[src/rtl/display_pkg.sv]
// Shared definitions for the BCD display scheduler: FSM states, digit count,
// largest displayable value and the decoder mode codes.
package display_pkg;

   typedef enum logic [1:0] {
      IDLE    = 2'd0,
      SHIFT   = 2'd1,
      PUBLISH = 2'd2
   } state_t;

   localparam int unsigned MAX_VALUE = 99999;
   localparam int          DIGITS    = 5;

   localparam logic [1:0] SHOW  = 2'b00;
   localparam logic [1:0] BLANK = 2'b01;
   localparam logic [1:0] CONV  = 2'b10;

endpackage

[src/rtl/bcd_add3.sv]
// Double-dabble correction for one BCD digit: values of 5 or more get +3
// so that the following left shift carries cleanly into the next digit.
module bcd_add3 (
   input  logic [3:0] digit,
   output logic [3:0] fixed
);

   assign fixed = (digit >= 4'd5) ? digit + 4'd3 : digit;

endmodule

[src/rtl/bcd_display_scheduler.sv]
// Converts a binary value to five BCD digits with a serial double-dabble
// (one bit per cycle) and publishes them to a 7-segment decoder.
module bcd_display_scheduler
   import display_pkg::*;
#(
   parameter int WIDTH = 17
) (
   input  logic             clock,
   input  logic             reset,
   input  logic             start,
   input  logic [WIDTH-1:0] valor,
   input  logic             blank,
   output logic             busy,
   output logic             done,
   output logic [3:0]       entrada1,
   output logic [3:0]       entrada2,
   output logic [3:0]       entrada3,
   output logic [3:0]       entrada4,
   output logic [3:0]       entrada5,
   output logic             overflow,
   output logic [1:0]       controle_displays,
   output state_t           state
);

   logic [WIDTH-1:0]    val_sr;
   logic [4*DIGITS-1:0] scratch;
   logic [4*DIGITS-1:0] corrected;
   logic [4:0]          cnt;
   logic                ovf_cap;
   logic                busy_next;

   for (genvar g = 0; g < DIGITS; g++) begin : g_add3
      bcd_add3 u_add3 (
         .digit (scratch[4*g +: 4]),
         .fixed (corrected[4*g +: 4])
      );
   end

   // Busy as it will be after this edge, so the mode code lines up with busy.
   always_comb begin
      busy_next = 1'b0;
      case (state)
         IDLE:    busy_next = start;
         SHIFT:   busy_next = 1'b1;
         default: busy_next = 1'b0;
      endcase
   end

   always_ff @(posedge clock) begin
      if (reset) begin
         state             <= IDLE;
         busy              <= 1'b0;
         done              <= 1'b0;
         entrada1          <= 4'd0;
         entrada2          <= 4'd0;
         entrada3          <= 4'd0;
         entrada4          <= 4'd0;
         entrada5          <= 4'd0;
         overflow          <= 1'b0;
         controle_displays <= SHOW;
         val_sr            <= '0;
         scratch           <= '0;
         cnt               <= 5'd0;
         ovf_cap           <= 1'b0;
      end else begin
         done              <= 1'b0;
         busy              <= busy_next;
         controle_displays <= blank ? BLANK : (busy_next ? CONV : SHOW);
         case (state)
            IDLE: begin
               if (start) begin
                  val_sr  <= valor;
                  ovf_cap <= (32'(valor) > MAX_VALUE);
                  scratch <= '0;
                  cnt     <= 5'd0;
                  state   <= SHIFT;
               end
            end
            SHIFT: begin
               // A carry out of the top digit can only come from an out-of-range value.
               scratch <= {corrected[4*DIGITS-2:0], val_sr[WIDTH-1]};
               ovf_cap <= ovf_cap | corrected[4*DIGITS-1];
               val_sr  <= {val_sr[WIDTH-2:0], 1'b0};
               cnt     <= cnt + 5'd1;
               if (cnt == 5'(WIDTH - 1)) state <= PUBLISH;
            end
            PUBLISH: begin
               overflow <= ovf_cap;
               entrada1 <= ovf_cap ? 4'd0 : scratch[3:0];
               entrada2 <= ovf_cap ? 4'd0 : scratch[7:4];
               entrada3 <= ovf_cap ? 4'd0 : scratch[11:8];
               entrada4 <= ovf_cap ? 4'd0 : scratch[15:12];
               entrada5 <= ovf_cap ? 4'd0 : scratch[19:16];
               done     <= 1'b1;
               state    <= IDLE;
            end
            default: state <= IDLE;
         endcase
      end
   end

endmodule

[config.mk]
export PLATFORM = sky130hd
export DESIGN_NAME = bcd_display_scheduler
export DESIGN_NICKNAME = d
export VERILOG_FILES = /design/src/rtl/display_pkg.sv /design/src/rtl/bcd_add3.sv /design/src/rtl/bcd_display_scheduler.sv
export SDC_FILE = /design/constraint.sdc
export NUM_CORES = 1
export LEC_CHECK = 0
export CAP_MARGIN = 20
export CELL_PAD_IN_SITES_DETAIL_PLACEMENT = 2
export CELL_PAD_IN_SITES_GLOBAL_PLACEMENT = 2
export CORE_ASPECT_RATIO = 1.75
export CORE_MARGIN = 4
export CORE_UTILIZATION = 32
export DETAILED_ROUTE_END_ITERATION = 10
export PLACE_DENSITY_LB_ADDON = 0.1
export SYNTH_ARGS = -nofsm -noshare
export SYNTH_HDL_FRONTEND = slang
export SYNTH_SLANG_ARGS = --single-unit
[constraint.sdc]
create_clock -name clock -period 1.6 [get_ports clock]
set_input_delay 0.32 -clock clock [delete_from_list [all_inputs] [get_ports clock]]
set_output_delay 0.32 -clock clock [all_outputs]
set_load 0.02 [all_outputs]
==> impl_metrics.yaml <==
yosys:
  yosys.area_share.adder: 0.04983
  synth.distinct_cells: 35
  synth_top_family_by_area: "compound AO/OA/AOI/OAI gates"
  avgSynthCellArea_um2: 9.021
  synthXorXnorAreaFrac: 0.02907
  ys_seq_area_frac: 0.4651
  synthCells: 334
  synth_compound_area_frac: 0.2222
  ys_ff_latch: 70
  synth_simple_gate_area_frac: 0.1595
  synth-async-reset-ratio: 0
  synth_flop_cell: "dfxtp_1"
  synth_area_mm2: 0.003013
  syn_nets: 367
  synth-warning-count: 0
  synth_mux_area_frac: 0.02367
  synth_edf_count: 0
clock_tree:
  cts_tree: "yes"
  h-tree-depth: 3
  post-cts-setup-buffers: 0
  ctsHoldBuffers: 0
  clock_latency_ps: 330
  clock_sinks: 70
  clk_pin_slew_worst_paths_ps: 60
  cts_buffers: 9
  root_buffer: "clkbuf_16"
  cts_max_path_buffers: 2
critical_path:
  cp_top_family: "buffers and inverters"
  critical_path_class: "flop to output port"
  worst-path-buf-inv: 1
  crit_chain: "clkdlybuf4s50_1"
  slowest_stage: "clkdlybuf4s50_1"
  cp_data_arrival_time_ps: 1250
  start_kind: "flop"
  cpPeakStageDelay_ps: 600
  cp.required_ps: 1280
  worst_setup_path_end_kind: "output port"
  path_max_fanout: 1
die:
  ios: 48
  rows: 46
  initial_utilization: 0.3292
  die_w_um: 81.35
  coreArea_mm2: 0.009151
  die_area_mm2: 0.01109
  die_h_um: 136.4
cells_and_area:
  insertedDiodeCount: 0
  syn2layout_area_growth_pct: 36.09
  layout-drive-gt1-share: 0.1496
  final_util: 0.4480
  final_cells: 521
  most-common-layout-cells: "dfxtp_1 (68), a21oi_1 (42), nor2_1 (34)"
  final_net_count: 430
  final_common_cell: "dfxtp_1"
routing:
  drc_errors: 0
  wl_per_cell_um: 18.31
  dr_total_vias: 2705
  drt_iter0_markers: 101
  firstDrtPassIters: 2
  vias_per_cell: 5.192
  drt.antenna.violating_nets: 0
  postRouteWirelength_mm: 9.538
power:
  comb_power_share: 0.075
  ir_worst_vdd_v: 0.0007053
  swShare: 0.2214
  cellInternalPower_mw: 3.366
  power.net_switching_mw: 0.9570
  p_seq_frac: 0.420
  p_leak_nw: 1.649
  total_power_mw: 4.323
  power_per_cell_area_mw_per_mm2: 1054
  pwr-share-clk: 0.504
timing:
  rsz0062_at_grt: "false"
  slew_viol_final: 0
  fin_crit_sh: 0.9815
  fmax_mhz: 636.8
  setup_tns_ps: 0
  whs_ps: 314.1
  slew_headroom: 0.6679
  clock_skew_ps: 5.283
  min_period_ps: 1570
  tightest_slew_ps: 498.2
  setup_viol: 0
  finalHoldViolCount: 0
worst_hold_path:
  hold_path.class: "primary input to flop"
global_route:
  grt_pass1_wl_mm: 15.34
  antenna_found_initial: 0
  track_usage: 0.1869
  grt_pass1_vias: 3037
  grt_max_degree: 46
  overflow: 0
placement:
  portBuffers: 47
  gp_congestion: 0.7229
  dp_hpwl_mm: 6.830
  dp.cells: 506
run_status:
  status: "completed"
job:
  max-cap-violations: 0
==> path summary, 6_finish.rpt <==
| check | slack [ps] | from | to | cells after the start |
|---|---|---|---|---|
| worst max-delay path | 30 | controle_displays[1] | controle_displays[1] | 1 |
| worst min register to register | 460 | val_sr[6] | val_sr[6] | 2 |
| worst min-delay path | 310 | reset | entrada3[2] | 2 |
| worst max register to register | 80 | scratch[17] | scratch[18] | 6 |
==> cell type report <==
cell class	count	area (µm²)
Clock buffer	11	252.7
Clock inverter	4	70.07
Fill cell	1025	5051
Inverter	12	45.04
Multi-Input combinational cell	228	1494
Sequential cell	70	1404
Tap cell	120	150.1
Timing Repair Buffer	76	684.4
==> metrics by stage <==
step / cell area [µm²] / setup WS [ps]
after CTS: 4068 / 5.610
after detailed placement: 3764 / -153.6
after global routing: 4100 / 1.909
after floorplan: 3013 / 199.1
final: 4100 / 29.60
after global placement: 3764 / -115.2
==> sequential cells by signal, indices dropped and copies added, names as in the netlist, 2 cells and up <==
signal / cells
val_sr: 17
entrada1: 4
cnt: 5
state: 2
controle_displays: 2
entrada5: 4
scratch: 20
entrada2: 4
entrada3: 4
entrada4: 4
==> timing repair <==
item / in CTS / in global routing
gates resized for setup: 26 / 9
pin swaps: 0 / 0
endpoints found under the setup margin: 32 / 12
==> layer usage <==
layer,GRT usage,up-vias,share of wire
li1,-,1309,-
met5,0,-,0
met1,0.1879,1342,0.38
met4,0.08647,0,0.028
met3,0.03912,15,0.023
met2,0.3525,39,0.57
==> power by group through the flow <==
stage	registers (mW)	logic, mW	clock network, mW
floorplan	1.85	0.171	0
global route	1.82	0.360	2.34
finish	1.82	0.326	2.18
CTS	1.82	0.333	2.22
global placement	1.85	0.320	0
detailed placement	1.86	0.330	0
==> synth_stat cells (6+ instances only) <==
cell	n	share of area
a21oi_1	46	0.076
inv_1	12	0.015
dfxtp_1	70	0.47
nand2_1	21	0.026
nor2_1	35	0.044
buf_2	14	0.023
nor3b_1	10	0.025
nor3_1	12	0.020
clkbuf_1	10	0.012
o21ai_0	6	0.010
ha_1	12	0.050
a22oi_1	16	0.040
nand3_1	6	0.010
mux2i_1	6	0.020
nand2b_1	9	0.019
==> cell families after synthesis <==
group	Yosys count
AND/OR/NAND/NOR	99
buffers and inverters	36
XOR/XNOR	10
flip-flops	70
multiplexers	7
adder cells (fa/ha/maj)	12
AO/OA/AOI/OAI	100
Note: power is estimated with default switching activity, not from simulation.
